**config.mk**
```make
export PLATFORM = sky130hd
export DESIGN_NAME = ceespu_interrupt_controller_flat
export DESIGN_NICKNAME = d
export VERILOG_FILES = /design/src/rtl/ceespu_interrupt_controller_if.sv /design/src/rtl/ceespu_interrupt_controller.sv /design/src/flat_wrapper.sv
export SDC_FILE = /design/constraint.sdc
export NUM_CORES = 1
export LEC_CHECK = 0
export CORE_MARGIN = 5
export CORE_UTILIZATION = 46
export DETAILED_ROUTE_END_ITERATION = 7
export PLACE_DENSITY = 0.8
export SLEW_MARGIN = 30
export SYNTH_ARGS = -nofsm -noshare
export SYNTH_HDL_FRONTEND = slang
export SYNTH_SLANG_ARGS = --single-unit
```
**constraint.sdc**
```tcl
create_clock -name I_clk -period 2.1 [get_ports I_clk]
set_clock_uncertainty 0.05 [all_clocks]
set_input_delay 0.315 -clock I_clk [delete_from_list [all_inputs] [get_ports I_clk]]
set_output_delay 0.315 -clock I_clk [all_outputs]
set_load 0.01 [all_outputs]
```
**src/rtl/ceespu_interrupt_controller_if.sv**
```systemverilog
// Bus and interrupt handshake signals between the CPU core and the interrupt controller.
// The core side uses the master modport; the controller uses the slave modport.
interface ceespu_interrupt_controller_if;
    logic [15:0] I_memAddress;
    logic        I_memE;
    logic [3:0]  I_memWe;
    logic [31:0] I_memWData;
    logic [31:0] O_memRData;
    logic        O_sel;
    logic        I_int_ack;
    logic        O_int_req;
    logic [2:0]  O_int_vector;

    modport master (
        output I_memAddress, I_memE, I_memWe, I_memWData, I_int_ack,
        input  O_memRData, O_sel, O_int_req, O_int_vector
    );

    modport slave (
        input  I_memAddress, I_memE, I_memWe, I_memWData, I_int_ack,
        output O_memRData, O_sel, O_int_req, O_int_vector
    );
endinterface

```
**src/rtl/ceespu_interrupt_controller.sv**
```systemverilog
// Prioritising interrupt controller: synchronised sources, edge/level capture,
// pending/enable registers, lowest-index-wins request FSM and dmem-mapped registers.
module ceespu_interrupt_controller #(
    parameter int unsigned NUM_SRC   = 8,
    parameter logic [15:0] BASE_ADDR = 16'hFF00
) (
    input  logic               I_clk,
    input  logic               I_rst,
    input  logic [NUM_SRC-1:0] I_irq,
    ceespu_interrupt_controller_if.slave bus
);
    typedef enum logic [1:0] {IDLE, REQUEST, SERVICE} state_t;

    state_t             state_q, state_d;
    logic [NUM_SRC-1:0] sync1_q, sync2_q, dly_q;
    logic [NUM_SRC-1:0] pend_q, pend_d, enable_q, enable_d, edge_q, edge_d;
    logic               req_q, req_d;
    logic [2:0]         vec_q, vec_d, svc_vec_q, svc_vec_d;
    logic               sel_q, sel_d;
    logic [31:0]        rdata_q, rdata_d;

    logic               hit, wr, rd, eoi, any_elig, ack_take;
    logic [2:0]         offs, prio;
    logic [NUM_SRC-1:0] rise, pend_view, elig, w1c, ack_clr;
    logic [7:0]         elig8;
    logic               unused_bits;

    assign unused_bits = ^{bus.I_memAddress[1:0], bus.I_memWData};

    always_comb begin
        hit  = bus.I_memE && (bus.I_memAddress[15:5] == BASE_ADDR[15:5]);
        wr   = hit && (bus.I_memWe != '0);
        rd   = hit && (bus.I_memWe == '0);
        offs = bus.I_memAddress[4:2];
        eoi  = wr && (offs == 3'd4);
        rise = sync2_q & ~dly_q;
        // Level-mode bits are the live synchronised line, never stored.
        pend_view = (pend_q & edge_q) | (sync2_q & ~edge_q);
        elig      = pend_view & enable_q;
        elig8     = 8'(elig);
        prio      = '0;
        any_elig  = 1'b0;
        for (int unsigned i = 0; i < NUM_SRC; i++) begin
            if (elig[i] && !any_elig) begin
                prio     = 3'(i);
                any_elig = 1'b1;
            end
        end
    end

    always_comb begin
        state_d   = state_q;
        req_d     = req_q;
        vec_d     = vec_q;
        svc_vec_d = svc_vec_q;
        ack_take  = 1'b0;
        unique case (state_q)
            IDLE: begin
                if (any_elig) begin
                    vec_d   = prio;
                    req_d   = 1'b1;
                    state_d = REQUEST;
                end
            end
            REQUEST: begin
                if (bus.I_int_ack) begin
                    ack_take  = 1'b1;
                    svc_vec_d = vec_q;
                    req_d     = 1'b0;
                    state_d   = SERVICE;
                end else if (!elig8[vec_q]) begin
                    req_d   = 1'b0;
                    state_d = IDLE;
                end
            end
            SERVICE: begin
                if (eoi) begin
                    svc_vec_d = '0;
                    state_d   = IDLE;
                end
            end
            default: state_d = IDLE;
        endcase
    end

    always_comb begin
        enable_d = enable_q;
        edge_d   = edge_q;
        w1c      = '0;
        if (wr) begin
            case (offs)
                3'd0:    w1c      = bus.I_memWData[NUM_SRC-1:0];
                3'd1:    enable_d = bus.I_memWData[NUM_SRC-1:0];
                3'd2:    edge_d   = bus.I_memWData[NUM_SRC-1:0];
                default: ;
            endcase
        end
        ack_clr = ack_take ? NUM_SRC'(8'b1 << vec_q) : '0;
        // A fresh rising edge outranks any clear in the same cycle.
        pend_d  = ((pend_q & ~w1c & ~ack_clr) | rise) & edge_q;
        rdata_d = '0;
        if (rd) begin
            case (offs)
                3'd0:    rdata_d = 32'(pend_view);
                3'd1:    rdata_d = 32'(enable_q);
                3'd2:    rdata_d = 32'(edge_q);
                3'd3:    rdata_d = {state_q == SERVICE, 22'b0, req_q, 5'b0, svc_vec_q};
                default: rdata_d = '0;
            endcase
        end
        sel_d = hit;
    end

    always_ff @(posedge I_clk or negedge I_rst) begin
        if (!I_rst) begin
            state_q   <= IDLE;
            sync1_q   <= '0;
            sync2_q   <= '0;
            dly_q     <= '0;
            pend_q    <= '0;
            enable_q  <= '0;
            edge_q    <= '0;
            req_q     <= 1'b0;
            vec_q     <= '0;
            svc_vec_q <= '0;
            sel_q     <= 1'b0;
            rdata_q   <= '0;
        end else begin
            state_q   <= state_d;
            sync1_q   <= I_irq;
            sync2_q   <= sync1_q;
            dly_q     <= sync2_q;
            pend_q    <= pend_d;
            enable_q  <= enable_d;
            edge_q    <= edge_d;
            req_q     <= req_d;
            vec_q     <= vec_d;
            svc_vec_q <= svc_vec_d;
            sel_q     <= sel_d;
            rdata_q   <= rdata_d;
        end
    end

    assign bus.O_int_req    = req_q;
    assign bus.O_int_vector = vec_q;
    assign bus.O_memRData   = rdata_q;
    assign bus.O_sel        = sel_q;
endmodule
```
**src/flat_wrapper.sv**
```systemverilog
// flat-port wrapper written by rule: the top's interface ports become plain ports
module ceespu_interrupt_controller_flat 
#(
    parameter int unsigned NUM_SRC   = 8,
    parameter logic [15:0] BASE_ADDR = 16'hFF00
)
  (I_clk, I_rst, I_irq, bus_I_memAddress, bus_I_memE, bus_I_memWe, bus_I_memWData, bus_I_int_ack, bus_O_memRData, bus_O_sel, bus_O_int_req, bus_O_int_vector);
  ceespu_interrupt_controller_if bus_i ();
  input  logic I_clk;
  input  logic I_rst;
  input  logic [NUM_SRC-1:0] I_irq;
  input wire logic [$bits(bus_i.I_memAddress)-1:0] bus_I_memAddress;
  input wire logic [$bits(bus_i.I_memE)-1:0] bus_I_memE;
  input wire logic [$bits(bus_i.I_memWe)-1:0] bus_I_memWe;
  input wire logic [$bits(bus_i.I_memWData)-1:0] bus_I_memWData;
  input wire logic [$bits(bus_i.I_int_ack)-1:0] bus_I_int_ack;
  output wire logic [$bits(bus_i.O_memRData)-1:0] bus_O_memRData;
  output wire logic [$bits(bus_i.O_sel)-1:0] bus_O_sel;
  output wire logic [$bits(bus_i.O_int_req)-1:0] bus_O_int_req;
  output wire logic [$bits(bus_i.O_int_vector)-1:0] bus_O_int_vector;
  assign bus_i.I_memAddress = bus_I_memAddress;
  assign bus_i.I_memE = bus_I_memE;
  assign bus_i.I_memWe = bus_I_memWe;
  assign bus_i.I_memWData = bus_I_memWData;
  assign bus_i.I_int_ack = bus_I_int_ack;
  assign bus_O_memRData = bus_i.O_memRData;
  assign bus_O_sel = bus_i.O_sel;
  assign bus_O_int_req = bus_i.O_int_req;
  assign bus_O_int_vector = bus_i.O_int_vector;
  ceespu_interrupt_controller #(.NUM_SRC(NUM_SRC), .BASE_ADDR(BASE_ADDR)) u_core (.I_clk(I_clk), .I_rst(I_rst), .I_irq(I_irq), .bus(bus_i));
endmodule
```
=== Yosys cells after proc, flatten, opt, wreduce, memory -nomap -nowiden ===
Cells that the tools add are included.

* Add/sub/neg operators: 0
* Multiplexer cells: 36
* Divide/modulo/power cells: 0
* $lt $le $gt $ge: 1
* Bitwise logic cells: 13
* Equal/unequal tests: 11
* Multipliers: 0
* Reductions and logical operators: 30
* Shift-type cells: 1

{| class="wikitable"
|+ Operator list
! operator !! number
|-
| case mux 32 bit (4 select lines) || 1
|-
| AND 8 bit || 7
|-
| two-way mux 32 bit || 1
|-
| inverter 8 bit || 4
|-
| two-way mux 8 bit || 3
|-
| two-way mux 3 bit || 6
|-
| bitwise OR 8 bit || 2
|-
| two-way mux 1 bit || 15
|-
| two-way mux 2 bit || 6
|-
| equality test 11 bit (second input constant) || 1
|-
| logical AND 1 bit || 11
|-
| AND reduction 3 bit || 3
|-
| left shift 1 x 3 -> 8 bit (first input constant) || 1
|-
| logical NOT 1 bit || 7
|-
| equality test 3 x 2 -> 1 bit (second input constant) || 2
|-
| case mux 2 bit (3 select lines) || 1
|-
| case mux 3 bit (2 select lines) || 1
|-
| AND reduction 2 bit || 3
|-
| logical NOT 4 bit || 1
|-
| less-than comparator 3 x 4 -> 1 bit (second input constant) || 1
|-
| != test 2 x 1 -> 1 bit (second input constant) || 2
|-
| nonzero test 2 bit || 2
|-
| nonzero test 4 bit || 1
|-
| binary-select mux 1 bit (select 3 bit) || 1
|-
| 9 further kinds || 9
|}

* RAM bits: 0
* Output and inout bits: 37
* Memories: 0
* Memory bits (read-only): 0
* Logic and storage cells: 104
* Bits in registers: 90
* Latch bits: 0
* Input port bits: 64

=== Depth between registers and ports, before layout ===
* Depth after elaboration: 28
* Depth in mapped cells: 6
* Mapped depth without buffers: 5

=== Worst setup path after synthesis ===
No wires, ideal clock.

* Path kind: register -> register
* From: reg u_core.edge_q[2]
* To: reg u_core.req_q (netlist: u_core.bus.O_int_req)
* Setup time: 0.126 ns
* Clock period less this slack: 1.752 ns
* Buffers on the path: 0
* Slack: 0.348 ns
* Arrival time: 1.576 ns
* Data required time: 1.924 ns
* Stages on the path, launching flop included: 6
* Path through: dfrtp_1 -> mux2_4 -> and2_4 -> a2111oi_4 -> nor4b_2 -> o311a_1

* Longest elaborated chain between the ends: 23
* Elaborated cells on any way between the ends: 27
* Those cells by class: eq/ne (2); mux (8); bitwise (5); reduce/logical (12)

{| class="wikitable"
|+ Ends and longest elaborated chain
! element !! line !! text
|-
| start: declaration || ceespu_interrupt_controller.sv:16 || <nowiki>logic [NUM_SRC-1:0] pend_q, pend_d, enable_q, enable_d, edge_q, edge_d;</nowiki>
|-
| start signal: assignment || ceespu_interrupt_controller.sv:135 || <nowiki>edge_q <= edge_d;</nowiki>
|-
| inverter 8 bit || ceespu_interrupt_controller.sv:38 || <nowiki>pend_view = (pend_q & edge_q) | (sync2_q & ~edge_q);</nowiki>
|-
| AND 8 bit || ceespu_interrupt_controller.sv:38 ||
|-
| bitwise OR 8 bit * || ceespu_interrupt_controller.sv:38 ||
|-
| AND 8 bit * || ceespu_interrupt_controller.sv:39 || <nowiki>elig = pend_view & enable_q;</nowiki>
|-
| logical AND 1 bit || ceespu_interrupt_controller.sv:44 || <nowiki>if (elig[i] && !any_elig) begin</nowiki>
|-
| two-way mux 1 bit || ceespu_interrupt_controller.sv:44 ||
|-
| logical NOT 1 bit || ceespu_interrupt_controller.sv:44 ||
|-
| logical AND 1 bit || ceespu_interrupt_controller.sv:44 ||
|-
| (+7 left out) || - ||
|-
| logical NOT 1 bit || ceespu_interrupt_controller.sv:44 ||
|-
| logical AND 1 bit || ceespu_interrupt_controller.sv:44 ||
|-
| two-way mux 1 bit || ceespu_interrupt_controller.sv:44 ||
|-
| logical NOT 1 bit || ceespu_interrupt_controller.sv:44 ||
|-
| logical AND 1 bit || ceespu_interrupt_controller.sv:44 ||
|-
| two-way mux 1 bit || ceespu_interrupt_controller.sv:44 ||
|-
| != test 2 x 1 -> 1 bit (no line) || - ||
|-
| AND reduction 3 bit (no line) * || - ||
|-
| end signal: assignment || ceespu_interrupt_controller.sv:136 || <nowiki>req_q <= req_d;</nowiki>
|-
| end: declaration || ceespu_interrupt_controller.sv:17 || <nowiki>logic req_q, req_d;</nowiki>
|}

Every way passes the cells marked *; elsewhere a longest branch is shown, timed or not. The select of a mux whose other input is x is not followed.
A chain may end at the register's enable or synchronous reset.

=== Final worst setup path ===
* From: reg u_core.vec_q[1] (netlist: u_core.bus.O_int_vector[1])
* To: reg u_core.req_q (netlist: u_core.bus.O_int_req)

* Longest elaborated chain between the ends: 4

{| class="wikitable"
|+ Ends and longest elaborated chain
! element !! line !! text
|-
| start: declaration || ceespu_interrupt_controller.sv:18 || <nowiki>logic [2:0] vec_q, vec_d, svc_vec_q, svc_vec_d;</nowiki>
|-
| start signal: assignment || ceespu_interrupt_controller.sv:137 || <nowiki>vec_q <= vec_d;</nowiki>
|-
| binary-select mux 1 bit (select 3 bit) || ceespu_interrupt_controller.sv:71 || <nowiki>end else if (!elig8[vec_q]) begin</nowiki>
|-
| two-way mux 1 bit (not written as such) || ceespu_interrupt_controller.sv:71 ||
|-
| != test 3 bit (no line) || - ||
|-
| AND reduction 3 bit (no line) || - ||
|}

No other way between the ends. The select of a mux whose other input is x is not followed.

==> metrics.log <==
[metrics] part of the Yosys area used for sequential elements: 54.4%
[metrics] worst-case reg-to-reg path depth: 5
[metrics] area of the die: ~8500 µm²
[metrics] std cell rows: 30
[metrics] leading cell types by count after synthesis: sky130_fd_sc_hd__dfrtp_1, sky130_fd_sc_hd__nand2_1, sky130_fd_sc_hd__buf_4, sky130_fd_sc_hd__mux2_2, sky130_fd_sc_hd__nor2_1
[metrics] beginning of the worst hold path: u_core.sync1_q[3]
[metrics] drt wl/cell: about 17 µm
[metrics] port bufs: 52
[metrics] height of the die: about 92 µm
[metrics] top-count cell post-synth: sky130_fd_sc_hd__dfrtp_1
[metrics] antenna violations before repair: 0
[metrics] area fraction in compound gates after synthesis: ~12%
[metrics] total grt overflow: 0
[metrics] Synth Cell Area: about 3100 µm²
[metrics] Max Root-Sink Buffers: 2
[metrics] worst-path fanout max: 11
[metrics] number of storage elements in the synthesis netlist: 68
[metrics] Peak supply drop: 387 µV
[metrics] main combinational cell family by area after synthesis: simple AND/OR/NAND/NOR gates
[metrics] Ys Warns: 0
[metrics] antenna-violating nets left: 0
[metrics] Inserted Diodes: 0
[metrics] RSZ-0062 raised after global routing: no
[metrics] width of the chip: 92.4 µm
[metrics] R2R Path Start: u_core.bus.O_int_vector[1]
[metrics] last weighted congestion value of the routability-driven placer: around 0.9
[metrics] clock tree from TritonCTS: yes
[metrics] met1 Usage GRT: between 20% and 30%
[metrics] Power Dens Cells: between 600 and 700 nW/µm²
[metrics] fraction of the cycle the final worst path needs: between 90% and 100%
[metrics] top cell type's share of synthesized area: around 54%
[metrics] Final Util: roughly three fifths
[metrics] final count of negative-setup-slack endpoints: 0
[metrics] TritonCTS buffer count: 9
[metrics] Post-synth top flop: sky130_fd_sc_hd__dfrtp_1
[metrics] Min-Delay Endpoint: u_core.sync2_q[3]
[metrics] global-route track usage on met3: under 10%
[metrics] TritonRoute pass-1 iters: 4
[metrics] count of cell types in the netlist: 54
[metrics] worst min-delay path category: flip-flop to flip-flop
[metrics] total DRC errors in the routed layout: 0
[metrics] number of DRC markers in iteration 0: 161
[metrics] Worst setup EP type: flip-flop
[metrics] Async S/R FF share, synth: between 90% and 100%
[metrics] syn avg cell area: ~12 µm²
[metrics] Slew Limit Fails: 0
[metrics] kind of critical path: flip-flop to flip-flop
[metrics] Data arrival, critical path: 2210 ps
[metrics] worst endpoint required time: ~2300 ps
[metrics] share of synthesized cell area in full adder, half adder and majority cells: 0%
[metrics] net count reported at finish: about 400
[metrics] layout cell share with drive strength beyond 1: a little under a quarter
[metrics] Hold-fix buffers, CTS: 1
[metrics] cell types with the largest area share after synthesis: sky130_fd_sc_hd__dfrtp_1, sky130_fd_sc_hd__mux2_2, sky130_fd_sc_hd__buf_4
[metrics] kind of start point of the critical path: flip-flop
[metrics] flop-to-flop setup slack: 120 ps
[metrics] xor and xnor fraction of the mapped netlist area: 0%
[metrics] mux contribution to synthesized area: between 10% and 20%
[metrics] area of the core: 6720 µm²
[metrics] clock transition time at the flip-flop clock pins of the worst setup and hold paths: ~80 ps
[metrics] number of global-route vias before repair: 2247
[metrics] maximum clock rate: 506 MHz
[metrics] total number of clock tree sinks: between 60 and 70
[metrics] count of boundary I/O pins: 101
[metrics] clk_lat worst skew: between 300 and 400 ps
[metrics] clock tree root driver cell: sky130_fd_sc_hd__clkbuf_8
[metrics] run status: finished, final reports clean
[metrics] post-layout instance count excluding filler cells: around 420
[metrics] Critical path origin: u_core.bus.O_int_vector[1]
[metrics] post-CTS setup buffers: 0
[metrics] post-detailed-routing wire length: 7190 µm
[metrics] level count of the clock H-tree: 3
[metrics] Hold Vio Cnt, Final: 0
[metrics] met2 usage: approximately 27%
[metrics] r2r endpoint: u_core.bus.O_int_req
[metrics] Max Cap Violations: 0
[metrics] post-synth top area cell: sky130_fd_sc_hd__dfrtp_1
[metrics] Synth Area in Simple Gates: between 10% and 20%
[metrics] cell count after placement: around 410
[metrics] Top Usage Layer GRT: met2
[metrics] Filler cells: roughly 570
[metrics] Vias/cell: around 5.5
[metrics] static leakage: about 1.8 nW
[metrics] cell count after synthesis: about 260
[metrics] worst hold path cell count: 0
[metrics] post-route minimum period: 1980 ps
[metrics] pin count of the biggest net entering global routing: 41
[metrics] layout overhead on the synthesized area: 28.9%
[metrics] cts repair resizes: 0
[metrics] number of vias after detailed routing: roughly 2300
[metrics] gr usage total: between 10% and 20%
[metrics] wire length of the first global-routing pass: approximately 11000 µm
[metrics] initial standard-cell utilization of the core: between 40 and 50%
[metrics] count of flip-flops with a built-in enable after synthesis: 0
[metrics] detailed-placement wirelength estimate: ~5200 µm
[metrics] sum of internal, switching and leakage power: roughly 2.6 mW
## where the power goes
part           switching, mW  leakage (nW)  total, mW  internal (mW)
clock                  0.503         0.106       1.12          0.615
combinational         0.0911         0.822      0.188         0.0967
sequential            0.0121         0.889       1.34           1.33
## flip-flops by register name (all words and copies together), names as in the netlist
register and flops:
u_core.edge_q 8, u_core.pend_q 8, u_core.sync1_q 8, u_core.bus.O_sel 1, u_core.bus.O_memRData 10, u_core.enable_q 8, u_core.dly_q 8, u_core.state_q 2
u_core.bus.O_int_req 1, u_core.svc_vec_q 3, u_core.bus.O_int_vector 3, u_core.sync2_q 8
## per-stage QoR
| step | setup slack [ps] | hold WS [ps] | setup TNS, ps | instance area [µm²] |
|---|---|---|---|---|
| floorplan | 348 | -30.6 | 0 | 3210 |
| global placement | -145 | 237 | -2000 | 3810 |
| detailed placement | -152 | 244 | -2140 | 3810 |
| CTS | 110 | 301 | 0 | 4030 |
| global route | 57.2 | 306 | 0 | 4030 |
| finish | 124 | 298 | 0 | 4030 |
## critical path: stages, from the launching register on
cell	delay, ps
sky130_fd_sc_hd__dfrtp_1	630
sky130_fd_sc_hd__and2_1	300
sky130_fd_sc_hd__a31oi_1	120
sky130_fd_sc_hd__and4_1	230
sky130_fd_sc_hd__nor4b_2	370
sky130_fd_sc_hd__o311a_1	210
## placed cells by master (no fill, tap or decap), types with 3 or more instances in the layout
cell type,count
sky130_fd_sc_hd__a21oi_1,8
sky130_fd_sc_hd__a221o_1,6
sky130_fd_sc_hd__a22oi_1,3
sky130_fd_sc_hd__and2_1,3
sky130_fd_sc_hd__buf_12,3
sky130_fd_sc_hd__buf_4,16
sky130_fd_sc_hd__clkbuf_8,11
sky130_fd_sc_hd__clkdlybuf4s50_1,51
sky130_fd_sc_hd__conb_1,22
sky130_fd_sc_hd__dfrtp_1,68
sky130_fd_sc_hd__inv_1,5
sky130_fd_sc_hd__mux2_2,23
sky130_fd_sc_hd__nand2_1,27
sky130_fd_sc_hd__nand2b_1,3
sky130_fd_sc_hd__nand3_1,4
sky130_fd_sc_hd__nand3b_1,7
sky130_fd_sc_hd__nand4_1,3
sky130_fd_sc_hd__nor2_1,10
sky130_fd_sc_hd__nor2b_1,7
sky130_fd_sc_hd__nor3_1,3
sky130_fd_sc_hd__o211ai_1,3
sky130_fd_sc_hd__o21ai_0,9
## worst max path at each step
stage / to / slack, ps / cells past startpoint
4_1_cts: u_core.pend_q[7] / 110 / 8
2_1_floorplan: u_core.bus.O_int_req / 350 / 5
5_1_grt: u_core.pend_q[7] / 60 / 8
6_report: u_core.bus.O_int_req / 120 / 5
3_5_place_dp: u_core.pend_q[7] / -150 / 8
3_3_place_gp: u_core.enable_q[2] / -150 / 7
## cell families (layout without fill, tap and decap cells)
| kind of cell | after synthesis | count (layout) |
|---|---|---|
| flops | 68 | 68 |
| other cells | 1 | 22 |
| simple gates | 84 | 84 |
| mux | 27 | 27 |
| compound gates | 49 | 49 |
| buf+inv | 33 | 93 |
## per-layer routing
layer  up-vias  part of all wire [%]
li1       1060                     -
met1      1133                    41
met2       124                    48
met3        14                   9.6
met4         0                   2.1
met5         -                     0
## layout make-up
| type | instances | area, µm² | share of cell area [%] |
|---|---|---|---|
| Timing Repair Buffer | 72 | 706 | 17.5 |
| Clock buffer | 11 | 151 | 3.76 |
| Tap cell | 80 | 100 | 2.48 |
| Inverter | 5 | 18.8 | 0.466 |
| Multi-Input combinational cell | 182 | 1290 | 32.1 |
| Sequential cell | 68 | 1700 | 42.2 |
| Clock inverter | 5 | 60.1 | 1.49 |
(Power assumes the default switching activity.)
==> RTL change 1: new RTL, same settings <==
`NUM_SRC` is set to 8 in 2 places; all go to 9.
--- a/src/rtl/ceespu_interrupt_controller.sv
+++ b/src/rtl/ceespu_interrupt_controller.sv
@@ -1,7 +1,7 @@
 // Prioritising interrupt controller: synchronised sources, edge/level capture,
 // pending/enable registers, lowest-index-wins request FSM and dmem-mapped registers.
 module ceespu_interrupt_controller #(
-    parameter int unsigned NUM_SRC   = 8,
+    parameter int unsigned NUM_SRC   = 9,
     parameter logic [15:0] BASE_ADDR = 16'hFF00
 ) (
     input  logic               I_clk,
--- a/src/flat_wrapper.sv
+++ b/src/flat_wrapper.sv
@@ -1,7 +1,7 @@
 // flat-port wrapper written by rule: the top's interface ports become plain ports
 module ceespu_interrupt_controller_flat 
 #(
-    parameter int unsigned NUM_SRC   = 8,
+    parameter int unsigned NUM_SRC   = 9,
     parameter logic [15:0] BASE_ADDR = 16'hFF00
 )
   (I_clk, I_rst, I_irq, bus_I_memAddress, bus_I_memE, bus_I_memWe, bus_I_memWData, bus_I_int_ack, bus_O_memRData, bus_O_sel, bus_O_int_req, bus_O_int_vector);
Ports: changed (resized I_irq); port bits go from 101 to 102. The function was not compared with the original's and may differ.
==> RTL change 1 against the unedited design <==
Power increased by 5.8%; via count increased by 7.2%; critical path depth increased by 3; sequential power increased by 10%; worst setup slack got worse by 0.024 ns; sequential cell count increased by 6; final area increased by 3.5%; synthesized area increased by 4.8%; final cell count increased by 6.4%; wire length increased by 4.1%; critical path type is now primary input to register; largest cell class unchanged.
==> RTL change 1: results (changes against the unedited design) <==
Library cells used by synthesis -> 42 (was 54)
GR Layer Usage met2 -> 28.4% (was 27.0%)
CTS hold repair buffers -> 1 (unchanged)
Fill cell total of the finished layout -> 568 (was 572)
Worst slack, placed -> -0.411 ns (was -0.152 ns)
Port buffer count -> 54 (was 52)
Count of mapped cells out of synthesis -> 275 (was 262)
Power of the combinational group -> 0.000231 W (was 0.000188 W)
Leakage Power -> 1.87 nW (was 1.82 nW)
Worst vdd rail ir drop -> 0.343 mV (was 0.387 mV)
Final hold slack -> 0.298 ns (about the same)
Post-CTS Resized -> 1 (was 0)
Number of clock buffers inserted by TritonCTS -> 9 (unchanged)
Hpwl dp -> 5.35 mm (was 5.16 mm)
Leading cell types by total area after synthesis -> dfrtp_1 (57%), mux2_2 (8.9%), buf_4 (5.3%) (was dfrtp_1 (54%), mux2_2 (8.3%), buf_4 (5.5%))
Cell count after placement -> 433 (was 406)
Startpoint of the worst hold path -> u_core.sync1_q[7]$_DFF_PN0_ (was u_core.sync1_q[3]$_DFF_PN0_)
GRT met1 Usage -> 21.2% (was 22.2%)
Vias after detailed routing -> 2498 (was 2331)
Critical Path Max Stage Delay -> 0.56 ns (was 0.63 ns)
Status -> completed (unchanged)
Number of global-route vias before repair -> 2402 (was 2247)
Sequential cell area fraction in the yosys report -> 56.5% (was 54.4%)
Internal power -> 0.00219 W (was 0.00204 W)
Synth top cells by count -> dfrtp_1 (74), mux2_2 (26), buf_4 (23), nand2_1 (16), nor2b_1 (15) (was dfrtp_1 (68), nand2_1 (27), buf_4 (23), mux2_2 (23), nor2_1 (10))
Largest net degree at the start of global routing -> 75 (was 41)
Clock Latency Late Sink -> 0.34 ns
Total number of nets in the final design -> 414 (was 402)
Number of iterations in the first detailed-routing pass -> 6 (was 4)
Wire length on met2 -> 3.58 mm (was 3.42 mm)
Routed wire per std cell -> 16.6 um (was 17.0 um)
Global-route wire length before repair -> 11.9 mm (was 11.5 mm)
Relative contribution of sequential cells to total power -> 52.8% (was 50.7%)
Sink of the worst hold path -> u_core.sync2_q[7]$_DFF_PN0_ (was u_core.sync2_q[3]$_DFF_PN0_)
PwrDens -> 672 mW/mm^2 (was 657 mW/mm^2)
Number of design-rule violations left by the first detailed-router iteration -> 289 (was 161)
Share of post-route cells with drive strength above 1 -> 17.8% (was 22.7%)
Routability Congestion -> 0.974 (was 0.885)
CP top delay family -> simple AND/OR/NAND/NOR gates (unchanged)
Antenna violations before repair -> 0 (unchanged)
Reg-to-Reg Start -> u_core.edge_q[1]$_DFFE_PN0P_ (was u_core.bus.O_int_vector[1]$_DFFE_PN0P_)
Crit-path slowest cell -> or4b_4 (was dfrtp_1)
Slack of the worst reg-to-reg path -> 0.20 ns (was 0.12 ns)
Met3 Wirelength -> 723 um (was 687 um)
# Post-CTS Setup Buffers -> 0 (unchanged)
Biggest fanout along the worst timing path -> 9 (was 11)
GRT Resource Usage Total -> 17.6% (was 17.4%)
Dpl cell area -> 0.00396 sq mm (was 0.00381 sq mm)
Data arrival time of the critical path -> 2.18 ns (was 2.21 ns)
RTL change 1: cell types whose count changed after synthesis, moves of 3 or more:
cell,change
nand2_1,-11
o21a_1,+9
nor2b_1,+8
nand3b_1,-7
a221o_1,-6
a222oi_1,+6
a22oi_1,+6
dfrtp_1,+6
a21o_1,+4
a21oi_1,+3
a31oi_1,+3
mux2_2,+3
o211ai_1,-3
RTL change 1: final cells by class:
| class | count | area (sq um) | share of cell area [%] |
|---|---|---|---|
| Sequential cell | 74 | 1850 | 44.4 |
| Inverter | 5 | 18.8 | 0.450 |
| Clock buffer | 14 | 163 | 3.90 |
| Tap cell | 96 | 120 | 2.88 |
| Multi-Input combinational cell | 189 | 1300 | 31.2 |
| Timing Repair Buffer | 70 | 683 | 16.4 |
| Clock inverter | 2 | 35.0 | 0.840 |
RTL change 1: how the worst max path moves through the flow:
stage                        startpoint                                 end  slack (ns)
global placement    bus_I_memAddress[7]      u_core.enable_q[2]$_DFFE_PN0P_       -0.36
global route        bus_I_memAddress[7]  u_core.bus.O_memRData[0]$_DFF_PN0_      -0.004
CTS                 bus_I_memAddress[7]  u_core.bus.O_memRData[6]$_DFF_PN0_        0.06
detailed placement  bus_I_memAddress[7]      u_core.enable_q[2]$_DFFE_PN0P_       -0.41
finish              bus_I_memAddress[7]          u_core.pend_q[6]$_DFF_PN0_        0.10
floorplan           bus_I_memAddress[7]          u_core.pend_q[0]$_DFF_PN0_        0.13
RTL change 1: logic make-up (layout without fill, tap and decap cells):
family	after synthesis	in the layout	share of synthesized area, %
AND/OR/NAND/NOR	70	70	11.8
multiplexers	28	28	9.97
other	1	22	0.114
flip-flops	74	74	56.5
buffers and inverters	33	91	6.46
AO/OA/AOI/OAI	69	69	15.1
==> RTL change 2: new RTL, same flow settings <==
Made on the original files. Make the reset (`I_rst`) synchronous in one clocked block.
--- a/src/rtl/ceespu_interrupt_controller.sv
+++ b/src/rtl/ceespu_interrupt_controller.sv
@@ -111,7 +111,7 @@
         sel_d = hit;
     end
 
-    always_ff @(posedge I_clk or negedge I_rst) begin
+    always_ff @(posedge I_clk) begin
         if (!I_rst) begin
             state_q   <= IDLE;
             sync1_q   <= '0;
Function: differs if I_rst is asserted again (counterexample within 4 cycles, from zero or initial values and one cycle with I_rst low); with I_rst held inactive, the same outputs for 4 cycles.
==> RTL change 2 against the unedited design <==
Power increased by 15%; global-route usage decreased by 0.28 points; via count increased by 6.0%; clock power increased by 37%; synthesized area decreased by 1.4%; worst setup slack got worse by 0.035 ns; largest cell class is now multi-input gates; critical endpoint is now bus_O_int_vector[0]; count of clock-buffer cells in the layout decreased by 2; sequential cell count unchanged; synthesized cell count increased by 21%; highest routed layer unchanged; wire length decreased by 4.5%; final area decreased by 0.96%; fmax decreased by 1.7%.
==> RTL change 2: results (changes against the unedited design) <==
Mux share of post-synthesis cell area -> 8.40% (was 10.5%)
Post-Synthesis Mean Instance Area -> 9.76 sq um (was 11.9 sq um)
Critical Path Max Stage Delay -> 0.66 ns (was 0.63 ns)
Crit-path slowest cell -> dfxtp_1 (was dfrtp_1)
Worst vdd rail ir drop -> 0.456 mV (was 0.387 mV)
Wire length on met2 -> 3.15 mm (was 3.42 mm)
Length of routed wiring on met1 -> 3.05 mm (was 2.93 mm)
Number of global-route vias before repair -> 2366 (was 2247)
Met3 Wirelength -> 550 um (was 687 um)
Cell count after placement -> 447 (was 406)
Status -> completed (unchanged)
Final hold slack -> 0.382 ns (was 0.298 ns)
Reg-to-Reg Start -> u_core.edge_q[0]$_SDFFE_PN0P_ (was u_core.bus.O_int_vector[1]$_DFFE_PN0P_)
Global-route wire length before repair -> 11.5 mm (about the same)
Routability Congestion -> 0.879 (was 0.885)
Largest net degree at the start of global routing -> 60 (was 41)
Biggest fanout along the worst timing path -> 15 (was 11)
Hpwl dp -> 4.86 mm (was 5.16 mm)
Worst r2r dst -> u_core.bus.O_int_vector[0]$_SDFFE_PN0P_ (was u_core.bus.O_int_req$_DFFE_PN0P_)
Compound-gate portion of the synthesized area -> 16.3% (was 12.5%)
Slack of the worst reg-to-reg path -> 0.23 ns (was 0.12 ns)
Final standard cell count with taps included and fillers excluded -> 463 (was 423)
Synth top cells by count -> dfxtp_1 (68), nor2b_1 (33), and2_1 (25), buf_4 (22), mux2i_1 (18) (was dfrtp_1 (68), nand2_1 (27), buf_4 (23), mux2_2 (23), nor2_1 (10))
Sink of the worst hold path -> u_core.sync2_q[2]$_SDFF_PN0_ (was u_core.sync2_q[3]$_DFF_PN0_)
Depth of the worst hold-timing path -> 1 (was 0)
Library cells used by synthesis -> 48 (was 54)
Leading cell types by total area after synthesis -> dfxtp_1 (44%), nor2b_1 (6.7%), mux2i_1 (5.8%) (was dfrtp_1 (54%), mux2_2 (8.3%), buf_4 (5.5%))
Sequential cell area fraction in the yosys report -> 44.2% (was 54.4%)
Worst slack, placed -> -0.261 ns (was -0.152 ns)
Number of design-rule violations left by the first detailed-router iteration -> 169 (was 161)
Share of post-route cells with drive strength above 1 -> 13.2% (was 22.7%)
Leakage Power -> 1.77 nW (was 1.82 nW)
Data arrival time of the critical path -> 1.65 ns (was 2.21 ns)
==> RTL change 2: cell types whose count changed in the layout (fill, tap and decap cells not counted), moves of 4 or more <==
cell	change
a222oi_1	+6
and2_1	+22
mux2i_1	+17
mux2_2	-16
a21o_1	+4
nand2_1	-15
dfxtp_1	+68
a21oi_1	+5
a221o_1	-6
bufinv_16	+4
nand3b_1	-6
nor2b_1	+26
dfrtp_1	-68
o211a_1	+8
==> RTL change 2: routing by layer <==
| metal | vias to the layer above | global-route usage (%) |
|---|---|---|
| met5 | - | 0 |
| met4 | 0 | 8.66 |
| met3 | 13 | 3.85 |
| met2 | 93 | 25.6 |
| met1 | 1147 | 23.1 |
| li1 | 1218 | - |
==> RTL change 2: metrics by stage <==
step	power [W]	util, %	TNS (ns)	cell area [sq um]
floorplan	0.00146	-	0	3160
global placement	0.00153	57.6	-6.65	3700
detailed placement	0.00153	57.6	-7.28	3700
CTS	0.00306	62.0	0	3990
global route	0.00314	62.1	0	3990
finish	0.00304	62.1	0	3990
==> RTL change 2: worst max path at each step <==
stage | from | endpoint | slack [ns]
floorplan | bus_I_memAddress[6] | u_core.edge_q[0]$_SDFFE_PN0P_ | 0.24
global placement | bus_I_memAddress[6] | u_core.pend_q[4]$_SDFF_PN0_ | -0.25
detailed placement | bus_I_memAddress[6] | u_core.pend_q[0]$_SDFF_PN0_ | -0.26
CTS | u_core.bus.O_int_vector[0]$_SDFFE_PN0P_ | bus_O_int_vector[0] | 0.08
global route | u_core.bus.O_int_vector[0]$_SDFFE_PN0P_ | bus_O_int_vector[0] | 0.005
finish | u_core.bus.O_int_vector[0]$_SDFFE_PN0P_ | bus_O_int_vector[0] | 0.09
==> RTL change 2: timing repair <==
action | CTS | global route
endpoints found under the setup margin | 0 | 11
endpoints found under the hold margin | 0 | 0
gates resized for setup | 0 | 1
==> RTL change 2: power by group <==
| group | leakage (nW) | switching, W | internal [W] |
|---|---|---|---|
| Sequential | 0.552 | 0.00000755 | 0.00131 |
| Combinational | 1.08 | 0.0000830 | 0.000106 |
| Clock | 0.139 | 0.000505 | 0.00103 |
| Total | 1.77 | 0.000595 | 0.00244 |
==> RTL change 2: layout make-up <==
class / count / area (sq um)
tap: 77 / 96.3
clock buffer: 9 / 124
fill: 523 / 2430
sequential: 68 / 1360
clock inverter: 7 / 163
timing repair buffer: 69 / 661
multi-input combinational: 231 / 1580
inverter: 2 / 7.51
==> RTL change 2: logic make-up after synthesis <==
logic type      count (synthesis)
flops                          68
mux                            25
simple gates                  117
other cells                     1
buf+inv                        38
compound gates                 67
